## src/rtl/pwm_pkg.sv

```systemverilog
// Shared types and defaults for the PWM command/ramp blocks.
package pwm_pkg;

    localparam int unsigned PWM_WIDTH      = 8;
    localparam int unsigned PWM_RST_DUTY   = 0;
    localparam int unsigned PWM_RST_PERIOD = 255;

    typedef enum logic [1:0] {
        IDLE    = 2'd0,
        PENDING = 2'd1,
        RAMP    = 2'd2
    } state_t;

endpackage

```

## src/rtl/pwm_slew_step.sv

```systemverilog
// Next duty value moving cur toward target by at most STEP, compare-before-add so it never wraps.
module pwm_slew_step
    import pwm_pkg::*;
#(
    parameter int unsigned WIDTH = PWM_WIDTH,
    parameter int unsigned STEP  = 1
) (
    input  logic [WIDTH-1:0] cur,
    input  logic [WIDTH-1:0] target,
    output logic [WIDTH-1:0] next_duty_c
);

    localparam logic [WIDTH-1:0] STEP_W = WIDTH'(STEP);

    always_comb begin
        next_duty_c = target;
        if (target > cur) begin
            if ((target - cur) > STEP_W) begin
                next_duty_c = cur + STEP_W;
            end
        end else if (cur > target) begin
            if ((cur - target) > STEP_W) begin
                next_duty_c = cur - STEP_W;
            end
        end
    end

endmodule

```

## src/rtl/pwm_duty_ramp.sv

```systemverilog
// Command stage for pwm_core: shadows one duty/period command and applies it only on rollover.
// Define PWM_RAMP_EN to slew-limit duty changes by STEP per PWM cycle.
module pwm_duty_ramp
    import pwm_pkg::*;
#(
    parameter int unsigned WIDTH      = PWM_WIDTH,
    parameter int unsigned STEP       = 1,
    parameter int unsigned RST_DUTY   = PWM_RST_DUTY,
    parameter int unsigned RST_PERIOD = PWM_RST_PERIOD
) (
    input  logic             clk,
    input  logic             rst_n,
    input  logic             cmd_valid,
    output logic             cmd_ready,
    input  logic [WIDTH-1:0] cmd_duty,
    input  logic [WIDTH-1:0] cmd_period,
    input  logic             rollover,
    output logic [WIDTH-1:0] duty_out,
    output logic [WIDTH-1:0] period_out,
    output logic             busy,
    output logic             ramp_done
);

    localparam int unsigned MAX_STEP = (1 << WIDTH) - 1;
`ifdef PWM_RAMP_EN
    localparam int unsigned STEP_EFF = STEP;
`else
    // An all-ones step always lands on the target in a single rollover.
    localparam int unsigned STEP_EFF = STEP | MAX_STEP;
`endif

    state_t           state;
    state_t           state_next;
    logic [WIDTH-1:0] hold_duty;
    logic [WIDTH-1:0] hold_period;
    logic [WIDTH-1:0] target;
    logic             hold_full;
    logic             accept;
    logic             load;
    logic [WIDTH-1:0] eff_target;
    logic [WIDTH-1:0] step_duty;
    logic [WIDTH-1:0] duty_next;
    logic [WIDTH-1:0] period_next;
    logic [WIDTH-1:0] target_next;
    logic             ramp_done_next;

    assign hold_full  = (state == PENDING);
    assign cmd_ready  = ~hold_full;
    assign busy       = hold_full | (duty_out != target);
    assign accept     = cmd_valid & ~hold_full;
    assign load       = rollover & hold_full;
    assign eff_target = load ? hold_duty : target;

    pwm_slew_step #(
        .WIDTH (WIDTH),
        .STEP  (STEP_EFF)
    ) u_slew (
        .cur         (duty_out),
        .target      (eff_target),
        .next_duty_c (step_duty)
    );

    always_ff @(posedge clk or negedge rst_n) begin
        if (!rst_n) begin
            state <= IDLE;
        end else begin
            state <= state_next;
        end
    end

    // Next-state and next-output decode.
    always_comb begin
        state_next     = state;
        duty_next      = duty_out;
        period_next    = period_out;
        target_next    = target;
        ramp_done_next = 1'b0;

        if (rollover) begin
            duty_next      = step_duty;
            ramp_done_next = (step_duty == eff_target) && (load || (duty_out != eff_target));
        end
        if (load) begin
            period_next = hold_period;
            target_next = hold_duty;
        end

        case (state)
            IDLE: begin
                if (accept) state_next = PENDING;
            end
            PENDING: begin
                if (rollover) state_next = (step_duty == eff_target) ? IDLE : RAMP;
            end
            RAMP: begin
                if (accept) begin
                    state_next = PENDING;
                end else if (rollover && (step_duty == target)) begin
                    state_next = IDLE;
                end
            end
            default: state_next = IDLE;
        endcase
    end

    always_ff @(posedge clk or negedge rst_n) begin
        if (!rst_n) begin
            duty_out    <= WIDTH'(RST_DUTY);
            period_out  <= WIDTH'(RST_PERIOD);
            target      <= WIDTH'(RST_DUTY);
            ramp_done   <= 1'b0;
            hold_duty   <= '0;
            hold_period <= '0;
        end else begin
            duty_out   <= duty_next;
            period_out <= period_next;
            target     <= target_next;
            ramp_done  <= ramp_done_next;
            if (accept) begin
                hold_duty   <= cmd_duty;
                hold_period <= cmd_period;
            end
        end
    end

endmodule
```

## config.mk

```make
export PLATFORM = sky130hd
export DESIGN_NAME = pwm_duty_ramp
export DESIGN_NICKNAME = d
export VERILOG_FILES = /design/src/rtl/pwm_pkg.sv /design/src/rtl/pwm_slew_step.sv /design/src/rtl/pwm_duty_ramp.sv
export SDC_FILE = /design/constraint.sdc
export NUM_CORES = 1
export LEC_CHECK = 0
export BUFFER_PORTS_ARGS = -buffer_cell sky130_fd_sc_hd__buf_2
export CORE_UTILIZATION = 53
export DETAILED_ROUTE_END_ITERATION = 10
export GPL_TIMING_DRIVEN = 0
export PLACE_DENSITY = 0.82
export SYNTH_ARGS = -nofsm -noshare
export SYNTH_HDL_FRONTEND = slang
export SYNTH_SLANG_ARGS = --single-unit
```

## constraint.sdc

```tcl
create_clock -name clk -period 1.6 [get_ports clk]
set_input_delay 0.16 -clock clk [delete_from_list [all_inputs] [get_ports clk]]
set_output_delay 0.16 -clock clk [all_outputs]
set_load 0.1 [all_outputs]
```

; Yosys cells after proc, flatten, opt, wreduce, memory -nomap -nowiden
; Cells that the tools add are included.
[word_totals]
reg_bits = 43
latchBits = 0
ramBits = 0
rom_bits = 0
input_bits = 20
output_inout_bits = 19
word_cells = 45
n_memories = 0
[op_classes]
n_addsub = 4
mul = 0
n_div = 0
n_lt_le_gt_ge = 4
n_eq_ne = 9
shift = 0
mux = 12
bitwise_logic = 4
reduce_logical = 5
[op_table]
columns = cell, count
row1 = $mux W8, 5
row2 = $eq A8 B8 Y1, 2
row3 = $gt A8 B8 Y1, 2
row4 = $gt A8 B8 Y1 const B, 2
row5 = $ne A8 B8 Y1, 2
row6 = $sub A8 B8 Y8, 2
row7 = $mux W2, 5
row8 = $add A8 B8 Y8 const B, 1
row9 = $sub A8 B8 Y8 const B, 1
row10 = $pmux W2 S3, 1
row11 = $ne A2 B2 Y1 const B, 2
row12 = $ne A3 B3 Y1 const B, 1
row13 = $reduce_and A3 Y1, 1
row14 = $and A1 B1 Y1, 2
row15 = $eq A2 B1 Y1 const B, 1
row16 = $eq A2 B2 Y1 const B, 1
row17 = $logic_and A1 B1 Y1, 2
row18 = $logic_not A2 Y1, 1
row19 = $logic_or A1 B1 Y1, 1
row20 = $mux W1, 1
row21 = $not A1 Y1, 1
row22 = $or A1 B1 Y1, 1

; Depth between registers and ports, before layout
; Gate-level depths: netlist of the first run.
[logic_depth]
word_depth = 13
depth_mapped = 5

; Modules after synthesis
; A second synthesis of the first run with hierarchy kept.
[unflattened]
cells_unflattened = 144
area_unflattened_um2 = 2010.7
[modules_own_cells]
columns = module, instances, cells_per_inst, area_per_inst_um2, seq_area_each_um2
row1 = pwm_duty_ramp, 1, 136, 1980.6, 1086.0
row2 = pwm_slew_step, 1, 8, 30.0, 0.0

; Worst setup path before layout of the first run
; Ideal clock, no wire load.
[synth_timing]
path_kind = reg2out
startpoint = reg duty_out[4]
endpoint = out busy
arrival_time_ns = 2.218
slack_ns = -0.778
stages_incl_launch_ff = 4
path_cell_list = dfrtp_1 -> xor2_1 -> nor4_1 -> nand3_1
[synth_via]
elab_chain_cells = 2
[synth_lines]
columns = element, line_no
row1 = from (decl), pwm_duty_ramp.sv:18  ; output logic [WIDTH-1:0] duty_out,
row2 = from (signal assigned), pwm_duty_ramp.sv:108  ; duty_out <= WIDTH'(RST_DUTY);
row3 = from (signal assigned), pwm_duty_ramp.sv:115  ; duty_out <= duty_next;
row4 = $ne A8 B8 Y1, pwm_duty_ramp.sv:49  ; assign busy = hold_full | (duty_out != target);
row5 = $or A1 B1 Y1, pwm_duty_ramp.sv:49
row6 = to (decl), pwm_duty_ramp.sv:20  ; output logic busy,
; No other way between the ends.

; Worst setup path in the final report of the first run
; Ends and elaborated chain as after synthesis.

==> flow_summary_export.csv, run 1 <==
group,metric,value,unit
power_and_ir_drop,leakage,0.00105,uW
grt,grt_overflow_total,0,
drt,firstDrtPassIters,4,
sta,drv_slew,0,
synthesis,synth.most_common_cell,"dfrtp_1",
clock_network,clkTransAtPathRegs,0.12,ns
setup_path,crit_slowest_cell,"dfrtp_4",
floorplanning,die_h,60.9,microns
synthesis,synth-edff-count,0,
run,max_cap_viol_count,0,
power_and_ir_drop,peakVddDrop,0.00118,V
synthesis,synthFlopType,"dfrtp_1",
sta,rsz0062_at_grt,"yes",
drt,drt-total-wl,3330,microns
cells_and_area,nNetsFinal,202,
setup_path,cp_max_fo,2,
cells_and_area,finalNonFillerCells,229,
grt,grt_pass1_wl,5380,microns
place,portBuffers,38,
synthesis,synth_top_area_share,47.7,%
power_and_ir_drop,total_power,3850,uW
sta,hold_viol_final,0,
grt,antenna_found_initial,0,
place,placed_cells,217,
sta,slew_headroom,39.4,%
setup_path,arrival,1.69,ns
min_path,hold_path_class,"in2reg",
cells_and_area,fill_cells,277,
setup_path,worstPathCellList,"xor2_2 -> nor4_2 -> buf_4 -> nand3_4 -> buf_12",
sta,fin_skew,0.00596,ns
sta,finalSetupViolations,1,
floorplanning,num_io_pins,39,
setup_path,worstSetupPathType,"reg2out",
drt,wl_per_cell,14.5,microns
clock_network,htree_levels,2,
sta,fmax,539,MHz
floorplanning,coreArea,0.00334,sq mm
sta,fin_crit_sh,116,%
synthesis,ys_top_cells_by_count,"dfrtp_1 (35), mux2_2 (23), nand2_1 (16)",
clock_network,clockRootBuffer,"clkbuf_4",
cells_and_area,area_delta_synth_final,22.5,%
setup_path,path_delay_family,"flip-flops",
floorplanning,start_util,55.0,%
synthesis,syn_area_per_cell,13.8,sq um
sta,fin_ws,-0.254,ns
synthesis,yosysUniqueCellTypes,19,
floorplanning,die_w,60.9,microns
place,place_ws,0.00430,ns
drt,via_count,1178,
synthesis,yosysTopAreaCell,"dfrtp_1",
setup_path,cpPeakStageDelay,0.51,ns
synthesis,synth_nets,153,
drt,via_per_inst,5.14,
outcome,status,"complete, but fails checks",
drt,drtIter0Drc,20,
grt,grt_use_total,20.8,%
synthesis,netlist_top_cells_area,"dfrtp_1 (48%), mux2_2 (14%), dfstp_2 (11%)",
setup_path,cp-end-kind,"primary output",
synthesis,yosys_warnings,0,
clock_network,cts_buffers,5,
power_and_ir_drop,powerDensity,1710,mW/mm^2
place,gp_congestion,0.742,
cells_and_area,diodes,0,
synthesis,ys_seq_area_share,59.2,%
sta,hold_ws,0.0351,ns
clock_network,cts_tree,"done",
cells_and_area,drive_above_1_share,59.6,%
grt,grt_pass1_vias,1235,
place,dp.final_hpwl,2290,microns
setup_path,cp-start-kind,"register",
setup_path,path_buf_inv,2,
drt,ant_nets,0,
outcome,violations,"setup timing",
clock_network,clk_path_buf_depth,2,
floorplanning,rows,21,
setup_path,r2r_setup_slack,0.14,ns
sta,layout_min_cycle_time,1.85,ns
grt,grt_max_degree,44,
clock_network,clk_latency,0.35,ns
floorplanning,dieArea,0.00370,sq mm
synthesis,synthArstFlopShare,100,%
synthesis,syn_inst,133,
synthesis,synth_seq_cells,43,
synthesis,syn_area,0.00184,sq mm
setup_path,cp.required,1.44,ns
clock_network,cts_sinks,43,
sta,finalSetupTns,-0.254,ns
drt,drc,0,
sta,max_slew.worst_pin.slew,0.909,ns
## per-layer routing
metal / routed length, microns / share of wire [%] / global-route usage, %
met5: 0 / 0 / 0
met4: 30 / 0.90 / 10.1
met3: 203 / 6.1 / 8.32
met2: 1690 / 51 / 34.7
met1: 1410 / 42 / 23.2
## flip-flops by register name, summed over array words and instances (netlist names)
signal and flops:
duty_out 8, hold_duty 8, hold_period 8, period_out 8
ramp_done 1, state 2, target 8
## layout make-up
cell class,count,area [sq um],area share (%)
sequential,43,1100,49.1
buffer,5,47.5,2.11
tap,46,57.6,2.56
timing repair buffer,42,240,10.7
inverter,2,10.0,0.445
clock buffer,8,68.8,3.06
multi-input combinational,83,721,32.1
## final timing paths
check                                        startpoint                       end  cells after the start
min in group asynchronous                         rst_n       target[1]$_DFF_PN0_                      2
max in group asynchronous                         rst_n   duty_out[7]$_DFFE_PN0P_                      2
worst min-delay path                        cmd_duty[4]  hold_duty[4]$_DFFE_PN0P_                      2
worst max-delay path            duty_out[4]$_DFFE_PN0P_                      busy                      5
worst min register to register     state[0]$_DFFE_PN0P_      state[1]$_DFFE_PN0P_                      1
worst max register to register     state[1]$_DFFE_PN0P_       target[5]$_DFF_PN0_                      5
## kinds of logic (layout without fill, tap and decap cells)
logic type / Yosys count / count (layout) / share of synthesized area, %
DFF: 43 / 43 / 59.2
muxes: 33 / 33 / 22.3
and+or+nand+nor: 33 / 33 / 8.66
AOI/OAI and AO/OA: 9 / 9 / 3.07
xor gates and xnor gates: 8 / 8 / 3.82
buffers and inverters: 7 / 57 / 3.00
## placed cells by master (no fill, tap or decap), types with 7 or more instances in the layout
master and instances:
dfstp_2 8, xor2_1 7, a31oi_1 9, nor2_1 10, mux2_4 10, dfrtp_1 27, mux2_2 23, buf_2 38
nand2_1 16
## stage by stage
step	area, sq um	utilization (%)
2_1_floorplan	1870	-
3_3_place_gp	2120	63.6
3_5_place_dp	2120	63.6
4_1_cts	2240	67.2
5_1_grt	2250	67.4
6_report	2250	67.4
## timing repair
item / 4_1_cts / 5_1_grt
pin swaps: 2 / 1
hold endpoints to repair: 35 / 0
hold buffers: 1 / 0
endpoints found under the setup margin: 2 / 1
buffers inserted: 2 / 1
gates resized for setup: 6 / 0
## worst reg2reg max path, stage by stage, from the launching register on
cell,delay [ns]
dfrtp_1,0.44
nor2b_4,0.17
buf_6,0.17
nand2_4,0.11
buf_8,0.17
mux2_4,0.30
## power breakdown
group          switching [uW]  total [uW]  internal (uW)
Clock                     325         584            259
Sequential                208        1620           1410
Combinational            1180        1650            464
No activity file was read; power rests on OpenSTA's default activity.
==> run 2, diff against run 1 <==
==> constraint.sdc (replaced) <==
create_clock -name clk -period 1.6 [get_ports clk]
set_input_delay 0.48 -clock clk [delete_from_list [all_inputs] [get_ports clk]]
set_output_delay 0.48 -clock clk [all_outputs]
set_load 0.1 [all_outputs]
==> flow_summary_export.csv, run 2 (synthesis gave the netlist of run 1 again) <==
group,metric,value,unit
outcome,status,"complete, but fails checks",
outcome,violations,"setup timing",
floorplanning,coreArea,0.00334,sq mm
sta,fin_skew,0.00934,ns
setup_path,arrival,1.69,ns
sta,rsz0062_at_grt,"yes",
floorplanning,start_util,55.0,%
floorplanning,rows,21,
floorplanning,die_w,60.9,microns
clock_network,clk_path_buf_depth,2,
sta,max_slew.worst_pin.slew,0.909,ns
sta,fin_crit_sh,136,%
drt,via_count,1211,
grt,grt_pass1_vias,1329,
grt,grt_overflow_total,0,
setup_path,r2r_setup_slack,0.05,ns
power_and_ir_drop,switching_share,42.4,%
clock_network,clockRootBuffer,"clkbuf_4",
sta,slew_headroom,39.4,%
drt,via_per_inst,5.22,
drt,firstDrtPassIters,4,
setup_path,cp-start-kind,"register",
setup_path,crit_end,"busy",
setup_path,r2r-end,"hold_period[2]$_DFFE_PN0P_",
floorplanning,dieArea,0.00370,sq mm
drt,drtIter0Drc,17,
cells_and_area,drive_above_1_share,60.8,%
drt,drt-total-wl,3650,microns
power_and_ir_drop,clockPowerShare,13.8,%
power_and_ir_drop,powerDensity,1720,mW/mm^2
clock_network,htree_levels,2,
place,dpl-instance-area,0.00212,sq mm
sta,hold_viol_final,0,
clock_network,clk_latency,0.35,ns
cells_and_area,diodes,0,
place,dp.final_hpwl,2290,microns
clock_network,cts_tree,"done",
setup_path,r2r-start,"state[1]$_DFFE_PN0P_",
setup_path,r2r_cells,6,
place,gp_congestion,0.742,
power_and_ir_drop,power_frac_seq,39.6,%
place,portBuffers,38,
power_and_ir_drop,leakage,0.00113,uW
sta,finalSetupViolations,3,
cells_and_area,mostFrequentLayoutCells,"dfrtp_1 (27), mux2_2 (23), buf_2 (21)",
cells_and_area,final_util,73.6,%
sta,drv_slew,0,
cells_and_area,stdcell_area,0.00246,sq mm
min_path,hold_path_class,"in2async",
drt,ant_nets,0,
floorplanning,die_h,60.9,microns
power_and_ir_drop,p_switching,1790,uW
drt,wl_per_cell,15.7,microns
grt,grt_pass1_wl,5930,microns
grt,grt_max_degree,44,
setup_path,worstSetupPathType,"reg2out",
cells_and_area,area_delta_synth_final,33.9,%
power_and_ir_drop,total_power,4220,uW
grt,antenna_found_initial,0,
floorplanning,num_io_pins,39,
setup_path,cp-end-kind,"primary output",
cells_and_area,layout_commonest_cell,"dfrtp_1",
drt,drc,0,
power_and_ir_drop,peakVddDrop,0.00131,V
grt,grt_use_total,23.0,%
clock_network,cts_buffers,5,
sta,layout_min_cycle_time,2.17,ns
setup_path,worstSetupStartpoint,"duty_out[4]$_DFFE_PN0P_",
clock_network,clkTransAtPathRegs,0.12,ns
power_and_ir_drop,p_comb_share,46.6,%
cells_and_area,fill_cells,247,
cells_and_area,nNetsFinal,205,
setup_path,cp.required,1.12,ns
sta,fmax,460,MHz
setup_path,cp_max_fo,2,
power_and_ir_drop,intPower,2430,uW
run,max_cap_viol_count,0,
clock_network,cts_sinks,43,
sta,fin_ws,-0.572,ns
## run 2: changes by cell type in the layout (fill, tap and decap cells not counted), sizes merged
cell         previous run  this run
dlygate4sd3             1         0
clkbuf                  8         9
buf                    46        49
## run 2: through the flow
stage                     worst slack, ns  instances  TNS (ns)  hold WS [ns]
after global routing               -0.662        232     -1.17         0.272
after global placement             -0.314        217    -0.314         0.454
after floorplan                    -0.438        133    -0.438         0.184
after CTS                          -0.561        231    -0.724         0.274
final                              -0.572        232    -0.748         0.245
after detailed placement           -0.316        217    -0.316         0.484
## run 2: timing repair
item | CTS | global route
hold buffers | 0 | 0
endpoints found under the setup margin | 18 | 24
pin swaps | 3 | 1
setup buffers | 6 | 3
gates resized for setup | 54 | 7
## run 2: layout make-up
class / instances / area [sq um] / share of cell area (%)
sequential: 43 / 1100 / 44.9
multi-input combinational: 83 / 729 / 29.7
timing repair buffer: 46 / 447 / 18.2
clock buffer: 8 / 68.8 / 2.80
tap: 46 / 57.6 / 2.34
buffer: 4 / 36.3 / 1.48
inverter: 2 / 15.0 / 0.611
## run 2: critical path, stage by stage, from the launching register on
cell	delay, ns
dfrtp_4	0.51
xor2_2	0.16
nor4_2	0.26
buf_4	0.16
nand3_4	0.06
buf_12	0.19
## run 2: worst min path at each step
stage,end,startpoint,cells after the start
after floorplan,duty_out[0]$_DFFE_PN0P_,rst_n,0
after global placement,state[1]$_DFFE_PN0P_,state[0]$_DFFE_PN0P_,1
after detailed placement,state[1]$_DFFE_PN0P_,state[0]$_DFFE_PN0P_,1
after CTS,target[1]$_DFF_PN0_,rst_n,1
after global routing,target[6]$_DFF_PN0_,rst_n,1
final,target[1]$_DFF_PN0_,rst_n,1
## run 2: power by group through the flow
| stage | logic [uW] | registers, uW | clock network (uW) |
|---|---|---|---|
| after floorplan | 519 | 2460 | 0 |
| after global routing | 2050 | 1710 | 656 |
| after detailed placement | 1610 | 1630 | 0 |
| after CTS | 1910 | 1660 | 597 |
| after global placement | 1580 | 1610 | 0 |
| final | 1970 | 1670 | 584 |
## run 2: layer usage
layer / share of wire (%) / up-vias / track usage [%]
met5: 0 / - / 0
met4: 0.82 / 0 / 9.42
met3: 5.7 / 4 / 8.10
met2: 54 / 42 / 39.9
met1: 40 / 608 / 25.7
li1: - / 557 / -
